===== src/rtl/interrupt_acceptor_pkg.sv =====
// ----------------------------------------------------------------------------
// interrupt_acceptor_pkg : shared CPU package holding the interrupt FSM
// encoding and the external-interrupt cause code. Rev 1.0
// ----------------------------------------------------------------------------
`default_nettype none

package interrupt_acceptor_pkg;

  typedef enum logic [2:0] {
    ST_IDLE    = 3'd0,
    ST_PEND    = 3'd1,
    ST_FLUSH   = 3'd2,
    ST_REDIR   = 3'd3,
    ST_HANDLER = 3'd4,
    ST_RET     = 3'd5
  } ia_state_e;

  localparam logic [31:0] MCAUSE_MEXT = 32'h8000_000B;

  // The handler is considered active from the flush until the return jump.
  function automatic logic ia_is_busy(input ia_state_e st);
    return (st == ST_FLUSH) || (st == ST_REDIR) ||
           (st == ST_HANDLER) || (st == ST_RET);
  endfunction

endpackage

`default_nettype wire


===== src/rtl/interrupt_acceptor_if.sv =====
// ----------------------------------------------------------------------------
// interrupt_acceptor_if : CSR, pipeline and trap-control signals between the
// core and the interrupt acceptor. Rev 1.0
// ----------------------------------------------------------------------------
`default_nettype none

interface interrupt_acceptor_if;

  logic        g_interrupt;
  logic        csr_mie;
  logic [31:0] csr_mtvec;
  logic [31:0] csr_mepc;
  logic [31:0] id_pc;
  logic        id_valid;
  logic        pipe_stall;
  logic        cmd_mret;

  logic        int_flush;
  logic        int_jmp;
  logic [31:0] int_jmp_pc;
  logic        mepc_we;
  logic [31:0] mepc_wdata;
  logic        mcause_we;
  logic [31:0] mcause_wdata;
  logic        mstatus_trap;
  logic        mstatus_mret;
  logic        int_busy;

  modport master (
    output g_interrupt, csr_mie, csr_mtvec, csr_mepc, id_pc, id_valid,
           pipe_stall, cmd_mret,
    input  int_flush, int_jmp, int_jmp_pc, mepc_we, mepc_wdata, mcause_we,
           mcause_wdata, mstatus_trap, mstatus_mret, int_busy
  );

  modport slave (
    input  g_interrupt, csr_mie, csr_mtvec, csr_mepc, id_pc, id_valid,
           pipe_stall, cmd_mret,
    output int_flush, int_jmp, int_jmp_pc, mepc_we, mepc_wdata, mcause_we,
           mcause_wdata, mstatus_trap, mstatus_mret, int_busy
  );

endinterface

`default_nettype wire


===== src/rtl/interrupt_acceptor.sv =====
// ----------------------------------------------------------------------------
// interrupt_acceptor : takes a machine external interrupt at a safe point,
// sequences flush / vector jump / MRET return. Rev 1.0
// ----------------------------------------------------------------------------
`default_nettype none

module interrupt_acceptor
  import interrupt_acceptor_pkg::*;
(
  input  wire logic         clk,
  input  wire logic         rst_n,
  interrupt_acceptor_if.slave bus
);

  ia_state_e   state_q, state_d;
  logic        pending_q, pending_d;
  logic        take_w;

  logic        int_flush_q;
  logic        int_jmp_q;
  logic [31:0] int_jmp_pc_q;
  logic        mepc_we_q;
  logic [31:0] mepc_wdata_q;
  logic        mcause_we_q;
  logic [31:0] mcause_wdata_q;
  logic        mstatus_trap_q;
  logic        mstatus_mret_q;
  logic        int_busy_q;

  assign take_w = (state_q == ST_PEND) && bus.csr_mie && bus.id_valid &&
                  !bus.pipe_stall;

  always_comb begin
    state_d = state_q;
    case (state_q)
      ST_IDLE:    if (pending_q || bus.g_interrupt) state_d = ST_PEND;
      ST_PEND:    if (take_w) state_d = ST_FLUSH;
      ST_FLUSH:   state_d = ST_REDIR;
      ST_REDIR:   state_d = ST_HANDLER;
      ST_HANDLER: if (bus.cmd_mret) state_d = ST_RET;
      ST_RET:     state_d = pending_q ? ST_PEND : ST_IDLE;
      default:    state_d = ST_IDLE;
    endcase
  end

  // A new request arriving in the same cycle as acceptance stays pending.
  assign pending_d = bus.g_interrupt ? 1'b1 : (take_w ? 1'b0 : pending_q);

  always_ff @(posedge clk or negedge rst_n) begin
    if (!rst_n) begin
      state_q        <= ST_IDLE;
      pending_q      <= 1'b0;
      int_flush_q    <= 1'b0;
      int_jmp_q      <= 1'b0;
      int_jmp_pc_q   <= 32'h0;
      mepc_we_q      <= 1'b0;
      mepc_wdata_q   <= 32'h0;
      mcause_we_q    <= 1'b0;
      mcause_wdata_q <= 32'h0;
      mstatus_trap_q <= 1'b0;
      mstatus_mret_q <= 1'b0;
      int_busy_q     <= 1'b0;
    end else begin
      state_q        <= state_d;
      pending_q      <= pending_d;
      int_flush_q    <= (state_d == ST_FLUSH);
      mepc_we_q      <= (state_d == ST_FLUSH);
      mcause_we_q    <= (state_d == ST_FLUSH);
      mstatus_trap_q <= (state_d == ST_FLUSH);
      int_jmp_q      <= (state_d == ST_REDIR) || (state_d == ST_RET);
      mstatus_mret_q <= (state_d == ST_RET);
      int_busy_q     <= ia_is_busy(state_d);
      if (take_w) begin
        mepc_wdata_q   <= bus.id_pc;
        mcause_wdata_q <= MCAUSE_MEXT;
      end
      if (state_d == ST_REDIR)
        int_jmp_pc_q <= bus.csr_mtvec & 32'hFFFF_FFFC;
      else if (state_d == ST_RET)
        int_jmp_pc_q <= bus.csr_mepc;
    end
  end

  assign bus.int_flush    = int_flush_q;
  assign bus.int_jmp      = int_jmp_q;
  assign bus.int_jmp_pc   = int_jmp_pc_q;
  assign bus.mepc_we      = mepc_we_q;
  assign bus.mepc_wdata   = mepc_wdata_q;
  assign bus.mcause_we    = mcause_we_q;
  assign bus.mcause_wdata = mcause_wdata_q;
  assign bus.mstatus_trap = mstatus_trap_q;
  assign bus.mstatus_mret = mstatus_mret_q;
  assign bus.int_busy     = int_busy_q;

endmodule

`default_nettype wire


===== src/flat_wrapper.sv =====
// flat-port wrapper written by rule: the top's interface ports become plain ports
module interrupt_acceptor_flat import interrupt_acceptor_pkg::*;
  (clk, rst_n, bus_g_interrupt, bus_csr_mie, bus_csr_mtvec, bus_csr_mepc, bus_id_pc, bus_id_valid, bus_pipe_stall, bus_cmd_mret, bus_int_flush, bus_int_jmp, bus_int_jmp_pc, bus_mepc_we, bus_mepc_wdata, bus_mcause_we, bus_mcause_wdata, bus_mstatus_trap, bus_mstatus_mret, bus_int_busy);
  interrupt_acceptor_if bus_i ();
  input  wire logic clk;
  input  wire logic rst_n;
  input wire logic [$bits(bus_i.g_interrupt)-1:0] bus_g_interrupt;
  input wire logic [$bits(bus_i.csr_mie)-1:0] bus_csr_mie;
  input wire logic [$bits(bus_i.csr_mtvec)-1:0] bus_csr_mtvec;
  input wire logic [$bits(bus_i.csr_mepc)-1:0] bus_csr_mepc;
  input wire logic [$bits(bus_i.id_pc)-1:0] bus_id_pc;
  input wire logic [$bits(bus_i.id_valid)-1:0] bus_id_valid;
  input wire logic [$bits(bus_i.pipe_stall)-1:0] bus_pipe_stall;
  input wire logic [$bits(bus_i.cmd_mret)-1:0] bus_cmd_mret;
  output wire logic [$bits(bus_i.int_flush)-1:0] bus_int_flush;
  output wire logic [$bits(bus_i.int_jmp)-1:0] bus_int_jmp;
  output wire logic [$bits(bus_i.int_jmp_pc)-1:0] bus_int_jmp_pc;
  output wire logic [$bits(bus_i.mepc_we)-1:0] bus_mepc_we;
  output wire logic [$bits(bus_i.mepc_wdata)-1:0] bus_mepc_wdata;
  output wire logic [$bits(bus_i.mcause_we)-1:0] bus_mcause_we;
  output wire logic [$bits(bus_i.mcause_wdata)-1:0] bus_mcause_wdata;
  output wire logic [$bits(bus_i.mstatus_trap)-1:0] bus_mstatus_trap;
  output wire logic [$bits(bus_i.mstatus_mret)-1:0] bus_mstatus_mret;
  output wire logic [$bits(bus_i.int_busy)-1:0] bus_int_busy;
  assign bus_i.g_interrupt = bus_g_interrupt;
  assign bus_i.csr_mie = bus_csr_mie;
  assign bus_i.csr_mtvec = bus_csr_mtvec;
  assign bus_i.csr_mepc = bus_csr_mepc;
  assign bus_i.id_pc = bus_id_pc;
  assign bus_i.id_valid = bus_id_valid;
  assign bus_i.pipe_stall = bus_pipe_stall;
  assign bus_i.cmd_mret = bus_cmd_mret;
  assign bus_int_flush = bus_i.int_flush;
  assign bus_int_jmp = bus_i.int_jmp;
  assign bus_int_jmp_pc = bus_i.int_jmp_pc;
  assign bus_mepc_we = bus_i.mepc_we;
  assign bus_mepc_wdata = bus_i.mepc_wdata;
  assign bus_mcause_we = bus_i.mcause_we;
  assign bus_mcause_wdata = bus_i.mcause_wdata;
  assign bus_mstatus_trap = bus_i.mstatus_trap;
  assign bus_mstatus_mret = bus_i.mstatus_mret;
  assign bus_int_busy = bus_i.int_busy;
  interrupt_acceptor u_core (.clk(clk), .rst_n(rst_n), .bus(bus_i));
endmodule

===== config.mk =====
export PLATFORM = sky130hd
export DESIGN_NAME = interrupt_acceptor_flat
export DESIGN_NICKNAME = d
export VERILOG_FILES = /design/src/rtl/interrupt_acceptor_pkg.sv /design/src/rtl/interrupt_acceptor_if.sv /design/src/rtl/interrupt_acceptor.sv /design/src/flat_wrapper.sv
export SDC_FILE = /design/constraint.sdc
export NUM_CORES = 1
export LEC_CHECK = 0
export CAP_MARGIN = 30
export CORE_ASPECT_RATIO = 1.1
export CORE_MARGIN = 4
export CORE_UTILIZATION = 35
export CTS_BUF_LIST = sky130_fd_sc_hd__clkbuf_4 sky130_fd_sc_hd__clkbuf_8
export DETAILED_ROUTE_END_ITERATION = 12
export PLACE_DENSITY = 0.8
export SYNTH_ARGS = -nofsm -noshare
export SYNTH_HDL_FRONTEND = slang
export SYNTH_SLANG_ARGS = --single-unit

===== constraint.sdc =====
create_clock -name clk -period 1.5 [get_ports clk]
set_input_delay 0.3 -clock clk [delete_from_list [all_inputs] [get_ports clk]]
set_output_delay 0.3 -clock clk [all_outputs]
set_load 0.02 [all_outputs]

==> results.md, run 1 <==
- Status: complete, but fails checks
- Failing checks: setup timing
- Async SR Flop Fraction: 100.0%
- Routed length per placed instance: 18.85 um
- Pwr Density: 1745 nW/um^2
- Xor and xnor area share after synthesis: 0%
- Via count: 2751
- Core Rows: 37
- Crit path depth: 6
- Fin. max-slew vios: 0
- Vias in the first global route: 2918
- Worst r2r src: u_core.state_q[0]
- Initial antenna violation count: 0
- Share of layout cells above drive strength 1: 30.15%
- Die area: 11250 um^2
- HP Start: u_core.bus.mepc_wdata[10]
- Post-layout min period: 1.695 ns
- Largest stage delay, worst path: 0.41 ns
- DRT antenna net count: 0
- H-tree Lvls: 3
- Clk root buf: clkbuf_8
- Clock Path Buffers: 2
- Clk slew on worst S/H paths: 0.07 ns
- Critical Path Sink Type: register
- R2R depth: 6
- Compound-gate portion of the synthesized area: 5.653%
- Syn avg cell area: 12.51 um^2
- Yosys reg bits: 73
- RSZ-0062 raised after global routing: true
- CP required: 1.72 ns
- GPL Wtd Cong: 0.7450
- Die height: 110.8 um
- Initial core utilization: 35.98%
- Slowest library cell on the worst path: dfrtp_1
- Fill cells: 708
- Leakage: 0.002741 uW
- Hold Path Class: reg -> reg
- First-pass GRT wire length: 15.53 mm
- Cell count after synthesis: 269
- Post-Syn Area: 3364 um^2
- CP startpoint kind: register
- DRT Pass-1 Iters: 4
- Hold Path Stages: 1
- Overflow after GRT: 0
- Routed WL: 11.08 mm
- Largest family of logic cells by synthesized area: multiplexers
- Placed cell count: 549
- Crit path DAT: 1.92 ns
- Worst-path cell chain: buf_6 > and4bb_4 > buf_12 > clkbuf_16 > mux2i_1 > a21oi_2
- Sequential element share of the synthesized area: 54.30%
- Number of remaining DRC errors: 0
- Worst skew pair latency: 0.34 ns
- Ys Warns: 0
- Distinct cells, synth: 26
- Mux contribution to synthesized area: 22.72%
- Synth Area in Adders: 0%
- Maximum fanout along the worst path: 8
- CP Buf/Inv Count: 3
- Period utilization: 113.0%
- Setup TNS Final: -5.691 ns
- Kind of critical path: reg -> reg
- Top delay family on crit path: buffers and inverters
- Non-Filler Instances: 588
- Largest vdd supply drop: 0.9547 mV
- Final #Nets: 569
- I/O pin count: 206
- Fmax: 590.1 MHz
- Final setup viols: 66
- Synth Area in Simple Gates: 5.913%
- Diode count: 0
- Clock sink count: 73
- Final Hold Viols: 0
- Total GRT Usage: 17.93%
- Die X: 101.5 um
- Pin count of the biggest net entering global routing: 38
- Vias per cell: 4.679
- Final clock skew: 0.006375 ns
- CTS tree: yes
- Layout area overhead: 80.66%
- Post-synth EDFFs: 0
- IO buf count: 175
- Synth Flop Type: dfrtp_1
- Max-cap violations: 0
- Beginning of the critical path: u_core.state_q[0]
- DR iter-0 viols: 54
- Core box area: 9351 um^2
- Final setup margin: -0.1947 ns
- Post-DP HPWL: 6.579 mm
- Num CTS Buffers: 9
==> cell type report <==
type                       count  area [um^2]  area share [%]
sequential                    73         1827           30.05
clock inverter                 6        130.1           2.141
multi-input combinational    172         1618           26.62
inverter                       2        7.507          0.1235
tap                          117        146.4           2.408
timing repair buffer         208         2218           36.50
clock buffer                  10        131.4           2.161
==> layout by cell type (no fill, tap or decap), types with 6 or more instances in the layout <==
cell type	netlist	routed
a21oi_1	30	9
clkbuf_8	0	9
nor2_4	0	6
dlygate4sd2_1	0	77
buf_4	37	8
conb_1	1	28
mux2_4	25	25
dfrtp_1	73	73
mux2i_1	31	14
a21oi_2	0	16
mux2_2	7	7
buf_6	2	8
nor2_1	31	16
buf_16	0	6
mux2i_4	0	8
nor2_2	0	9
clkdlybuf4s50_1	0	97
mux2i_2	0	9
==> per-layer routing <==
metal	GRT usage, %	wire, um	vias up
li1	-	-	1247
met1	19.88	4087	1369
met2	33.29	6047	123
met3	4.972	806	12
met4	3.989	141	0
met5	0	0	-
==> cell usage after synthesis (2+ instances only) <==
master    count  area [um^2]
dfrtp_1      73         1827
buf_4        37        277.8
mux2i_1      31        310.3
nor2_1       31        116.4
a21oi_1      30        150.1
mux2_4       25        375.4
mux2_2        7        78.83
nand2_1       7        26.28
clkbuf_1      4        15.01
buf_1         2        7.510
buf_12        2        40.04
buf_2         2        10.01
buf_6         2        22.52
inv_1         2        7.510
nand2b_1      2        12.51
o21ai_0       2        10.01
==> report_power, final <==
group | total, uW | switching, uW | internal [uW]
registers | 3480 | 592 | 2890
logic | 5110 | 2550 | 2560
clock network | 2010 | 727 | 1290
==> worst reg2reg max path, delay by kind of cell, from the launching register on <==
| kind | cells | cell delay, ns |
|---|---|---|
| compound gates | 1 | 0.09 |
| buf+inv | 3 | 0.42 |
| flops | 1 | 0.41 |
| mux | 1 | 0.29 |
| simple gates | 1 | 0.37 |
==> through the flow <==
| step | power [uW] | area, um^2 | hold slack (ns) | util [%] | setup WS [ns] |
|---|---|---|---|---|---|
| CTS | 10070 | 5722 | 0.4880 | 61.19 | -0.1274 |
| finish | 10610 | 6078 | 0.5066 | 65.00 | -0.1947 |
| global route | 11140 | 6078 | 0.5113 | 65.00 | -0.2327 |
| floorplan | 5970 | 3467 | 0.004409 | - | -0.04409 |
| global placement | 8282 | 5102 | 0.3683 | 54.56 | -0.4955 |
| detailed placement | 8419 | 5102 | 0.3770 | 54.56 | -0.5252 |
==> sequential cells by signal, summed over array words and instances, names as in the netlist <==
name and flops:
u_core.bus.int_flush 1, u_core.bus.mepc_wdata 32, u_core.bus.int_jmp_pc 32, u_core.state_q 3, u_core.bus.int_jmp 1, u_core.bus.mstatus_mret 1
u_core.bus.mcause_wdata 1, u_core.bus.int_busy 1, u_core.pending_q 1
==> logic make-up (layout without fill, tap and decap cells) <==
| family | after synthesis | count (layout) |
|---|---|---|
| flops | 73 | 73 |
| other cells | 1 | 28 |
| buf+inv | 51 | 226 |
| mux | 63 | 63 |
| simple gates | 45 | 45 |
| compound gates | 36 | 36 |
==> timing repair <==
action | in CTS | in global routing
setup buffers | 7 | 5
hold buffers | 1 | 0
hold endpoints to repair | 4 | 0
resized for setup | 112 | 75
gates cloned | 10 | 4
setup endpoints to repair | 140 | 66
pin swaps | 4 | 6
==> worst paths after layout <==
path	slack [ns]	endpoint
max	-0.19	u_core.bus.int_jmp_pc[27]
min	0.51	u_core.bus.mepc_wdata[10]
max reg2reg	-0.19	u_core.bus.int_jmp_pc[27]
min reg2reg	0.51	u_core.bus.mepc_wdata[10]
max in group asynchronous	0.59	u_core.bus.mstatus_mret
min in group asynchronous	0.56	u_core.bus.mepc_wdata[25]
No activity file was read; power rests on OpenSTA's default activity.
==> run 2, diff against run 1 <==
- CORE_UTILIZATION: 35 -> 34
- CTS_BUF_LIST: sky130_fd_sc_hd__clkbuf_4 sky130_fd_sc_hd__clkbuf_8 -> not set
- PLACE_DENSITY: 0.8 -> 0.77
==> run 2 against run 1 <==
Compared with the run above: the flow still finishes with violations (setup timing); sequential share of layout area grew 2.8 points; hold slack lost 0.0074 ns; sequential power shrank 3%; first-iteration DRC count shrank 5.6%; critical endpoint is now u_core.bus.mepc_wdata[5].
==> results.md, run 2 (synthesis results as in run 1) <==
- Pwr Density: 1707 nW/um^2
- Crit path DAT: 1.87 ns
- Diode count: 0
- GPL Wtd Cong: 0.7064
- Maximum fanout along the worst path: 9
- Status: complete, but fails checks
- Clock sink count: 73
- R2R Path End: u_core.bus.mepc_wdata[5]
- Final #Nets: 562
- Core box area: 9490 um^2
- Vias per cell: 4.564
- Worst skew pair latency: 0.34 ns
- Pin count of the biggest net entering global routing: 74
- Via count: 2647
- Hold Path Stages: 3
- Final setup margin: -0.1324 ns
- Largest vdd supply drop: 0.9365 mV
- Overflow after GRT: 0
- Leakage: 0.002594 uW
- Fmax: 612.6 MHz
- Share of layout cells above drive strength 1: 17.28%
- Max-cap violations: 0
- Sink of the worst hold path: u_core.bus.int_jmp_pc[0]
- DR iter-0 viols: 51
- Initial antenna violation count: 0
- H-tree Lvls: 3
- Clk slew on worst S/H paths: 0.07 ns
- Post-DP HPWL: 6.565 mm
- Layout area overhead: 65.34%
- CTS tree: yes
- HP Start: bus_csr_mepc[0]
- Total GRT Usage: 16.19%
- Vias in the first global route: 2817
- Period utilization: 108.8%
- I/O pin count: 206
- DRT antenna net count: 0
- CP required: 1.73 ns
- Final clock skew: 0.006808 ns
- Sw power: 3491 uW
- Internal Pwr Total: 6004 uW
- Core Rows: 37
- Die height: 112.3 um
- Routed length per placed instance: 16.65 um
- Clock Path Buffers: 2
- CP startpoint kind: input port
- Hold Path Class: in -> reg
- Reg2reg setup slack: -0.12 ns
- R2R depth: 4
- Beginning of the critical path: bus_id_valid
- Total power: 9495 uW
- Final hold slack: 0.4992 ns
- Commonest non-fill, non-tap cell in the layout: clkdlybuf4s50_1
- Clock group share of total power: 17.3%
- Most frequent cells in the layout: clkdlybuf4s50_1, dlygate4sd2_1, dfrtp_1
- Logic gate share of total power: 47.1%
- RSZ-0062 raised after global routing: true
- Worst r2r src: u_core.state_q[0]
- Initial core utilization: 35.45%
- Failing checks: setup timing
- Final Hold Viols: 0
- DRT Pass-1 Iters: 4
- First-pass GRT wire length: 14.50 mm
- Fin. max-slew vios: 0
- Finished Core Util: 58.62%
- Clk root buf: clkbuf_8
- Critical Path Sink Type: register
- Routed WL: 9.655 mm
- Seq pwr share: 35.6%
- Final setup viols: 63
- Sw Share: 36.77%
- IO buf count: 175
- Number of remaining DRC errors: 0
- Worst slack, placed: -0.5424 ns
- Die X: 102.8 um
- Kind of critical path: in -> reg
- Post-layout min period: 1.632 ns
- Num CTS Buffers: 9
- Die area: 11550 um^2
==> run 2: timing repair <==
action,4_1_cts,5_1_grt
setup endpoints to repair,140,64
buffers inserted,5,4
cloned,7,2
gates resized for setup,86,9
hold buffers,1,0
endpoints found under the hold margin,73,0
pin swaps,0,7
==> run 2: area by class of cell <==
| class | count | area, um^2 |
|---|---|---|
| Clock inverter | 2 | 35.03 |
| Multi-Input combinational cell | 172 | 1280 |
| Fill cell | 815 | 3928 |
| Tap cell | 117 | 146.4 |
| Timing Repair Buffer | 201 | 2088 |
| Sequential cell | 73 | 1827 |
| Clock buffer | 13 | 178.9 |
| Inverter | 2 | 7.507 |
==> run 2: power groups by stage <==
stage | clock [uW] | sequential (uW) | combinational (uW)
global route | 1780 | 3490 | 4750
finish | 1640 | 3380 | 4480
floorplan | 0 | 4510 | 1460
detailed placement | 0 | 3430 | 4990
CTS | 1700 | 3380 | 4510
global placement | 0 | 3400 | 4890
==> run 2: critical path: stages <==
cell	delay (ns)
clkdlybuf4s50_1	0.45
nand4b_1	0.12
or3_4	0.39
bufbuf_16	0.30
mux2_4	0.30
==> run 2: routing by layer <==
metal	part of all wire, %	vias up	wire length (um)	global-route usage (%)
li1	-	1230	-	-
met1	36	1288	3520	18.17
met2	53	119	5106	28.29
met3	9.5	10	916	5.221
met4	1.1	0	111	5.959
met5	0	-	0	0
==> run 2: how the worst max path moves through the flow <==
stage          slack, ns                   endpoint  cells after the start
3_5_place_dp       -0.54   u_core.bus.mepc_wdata[0]                      5
3_3_place_gp       -0.51  u_core.bus.mepc_wdata[28]                      5
5_1_grt            -0.16  u_core.bus.mepc_wdata[15]                      4
4_1_cts            -0.13   u_core.bus.mepc_wdata[5]                      4
6_report           -0.13   u_core.bus.mepc_wdata[5]                      5
2_1_floorplan      -0.04   u_core.bus.mepc_wdata[0]                      5
==> run 2: through the flow <==
stage	std cells	instance area (um^2)	TNS [ns]
4_1_cts	576	5502	-5.433
3_5_place_dp	548	5120	-25.82
5_1_grt	580	5563	-7.000
6_report	580	5563	-4.416
3_3_place_gp	548	5120	-23.91
2_1_floorplan	296	3467	-1.086
==> run 3, diff against run 2 <==
- CTS_CLUSTER_SIZE: not set -> 16
- PLACE_DENSITY: 0.77 -> 0.87
==> run 3 against run 2 <==
Compared with the run above: the run still ends with setup timing left; non-clock buffer count fell by 9; maximum frequency is 0.23% lower; die area unchanged; sequential power about the same; total power decreased by 2.3%; cell count is 1.4% lower; critical path type unchanged; highest routed layer unchanged.
==> results.md, run 3 (synthesis results as in run 1) <==
- Status: complete, but fails checks
- Failing checks: setup timing
- Core Rows: 37
- Hold Path Class: in -> async
- Layout area overhead: 59.32%
- Clock sink count: 73
- Clock group share of total power: 16.3%
- Routed WL: 9.446 mm
- Vias in the first global route: 2730
- Final Hold Viols: 0
- Initial core utilization: 35.45%
- Pin count of the biggest net entering global routing: 58
- Clock Path Buffers: 2
- Die area: 11550 um^2
- Finished Core Util: 56.48%
- Sw power: 3522 uW
- Final clock skew: 0.01334 ns
- Pwr Density: 1731 nW/um^2
- IO buf count: 175
- Share of layout cells above drive strength 1: 15.38%
- Total GRT Usage: 15.76%
- Fill cells: 819
- H-tree Lvls: 3
- Internal Pwr Total: 5758 uW
- Logic gate share of total power: 47.1%
- Overflow after GRT: 0
- GPL Wtd Cong: 0.7217
- Via count: 2569
- Routed length per placed instance: 16.51 um
- Fin. max-slew vios: 0
- Final setup margin: -0.1361 ns
- Largest vdd supply drop: 0.7893 mV
- Post-DP HPWL: 7.123 mm
- DP Area: 5142 um^2
- Sw Share: 37.95%
- Worst skew pair latency: 0.34 ns
- Die X: 102.8 um
- Leakage: 0.002471 uW
- Post-layout min period: 1.636 ns
- Max-cap violations: 0
- RSZ-0062 raised after global routing: true
- First-pass GRT wire length: 14.03 mm
- Period utilization: 109.1%
- I/O pin count: 206
- Critical Path Sink Type: register
- DRT Pass-1 Iters: 4
- CP required: 1.72 ns
- Diode count: 0
- DR iter-0 viols: 70
- DRT antenna net count: 0
- CTS tree: yes
- Vias per cell: 4.491
- Kind of critical path: in -> reg
- Die height: 112.3 um
- Final setup viols: 53
- Num CTS Buffers: 9
- Final #Nets: 553
- Maximum fanout along the worst path: 15
- Initial antenna violation count: 0
- Cell area after layout: 5360 um^2
- CP startpoint kind: input port
- Clk slew on worst S/H paths: 0.08 ns
- Core box area: 9490 um^2
- Most frequent cells in the layout: clkdlybuf4s50_1, dlygate4sd2_1, dfrtp_1
- Crit path DAT: 1.85 ns
- Seq pwr share: 36.5%
- Commonest non-fill, non-tap cell in the layout: clkdlybuf4s50_1
- Number of remaining DRC errors: 0
- Fmax: 611.2 MHz
- Clk root buf: clkbuf_8
==> run 3: cell count changes in the layout (fill, tap and decap cells not counted), sizes merged <==
cell | previous run | this run
inv | 2 | 3
clkinvlp | 0 | 2
clkinv | 1 | 2
dlygate4sd2 | 77 | 75
clkbuf | 15 | 10
clkdlybuf4s50 | 97 | 99
buf | 23 | 16
==> run 3: area by class of cell <==
cell class	instances	area, um^2	share of cell area (%)
clock inverters	6	67.56	1.261
clock buffers	10	127.6	2.381
well taps	117	146.4	2.731
inverters	2	7.507	0.1401
multi-input cells	172	1271	23.72
flip-flops and latches	73	1827	34.08
repair buffers	192	1913	35.69
==> run 3: critical path: stages <==
cell and delay, ns:
clkdlybuf4s50_1 0.47, nand4b_1 0.12, or3_4 0.48, buf_12 0.19, mux2_4 0.29
==> run 3: final timing paths <==
check | slack, ns | depth (start not counted) | from | endpoint
hold reg to reg | 0.50 | 1 | u_core.bus.mepc_wdata[8] | u_core.bus.mepc_wdata[8]
setup / recovery | -0.14 | 5 | bus_id_valid | u_core.bus.mepc_wdata[5]
setup reg to reg | -0.10 | 4 | u_core.state_q[0] | u_core.bus.mepc_wdata[5]
min in group clk | 0.50 | 1 | u_core.bus.mepc_wdata[8] | u_core.bus.mepc_wdata[8]
hold / removal | 0.33 | 2 | rst_n | u_core.bus.int_jmp_pc[25]
max in group asynchronous | 0.62 | 3 | rst_n | u_core.bus.int_jmp_pc[6]
==> run 3: what timing repair did <==
| item | in CTS | in global routing |
|---|---|---|
| endpoints found under the hold margin | 9 | 0 |
| buffers inserted | 0 | 1 |
| hold buffers | 1 | 0 |
| gates cloned | 3 | 0 |
| gates resized for setup | 77 | 4 |
| pin swaps | 0 | 2 |
| endpoints found under the setup margin | 123 | 64 |
==> run 3: power by group through the flow <==
stage               Clock [uW]  Combinational (uW)  Sequential (uW)
finish                    1510                4370             3390
global route              1670                4650             3510
CTS                       1590                4440             3400
detailed placement           0                5040             3440
global placement             0                4890             3400
floorplan                    0                1460             4510
==> run 3: per-layer routing <==
| layer | GRT usage [%] | vias to the layer above | wire, um |
|---|---|---|---|
| met5 | 0 | - | 0 |
| met4 | 5.095 | 0 | 100 |
| met3 | 4.723 | 9 | 992 |
| met1 | 17.25 | 1218 | 3359 |
| li1 | - | 1211 | - |
| met2 | 28.60 | 131 | 4994 |
==> run 3: per-stage QoR <==
stage               power [uW]  instances  TNS (ns)  worst slack (ns)  hold WS [ns]
global route              9841        572    -7.694           -0.1719        0.3167
detailed placement        8487        551    -25.06           -0.5198        0.1455
finish                    9280        572    -4.934           -0.1361        0.3277
global placement          8292        551    -24.27           -0.4902        0.1449
CTS                       9429        571    -3.571           -0.1394        0.3093
floorplan                 5970        296    -1.086          -0.04409      0.004409
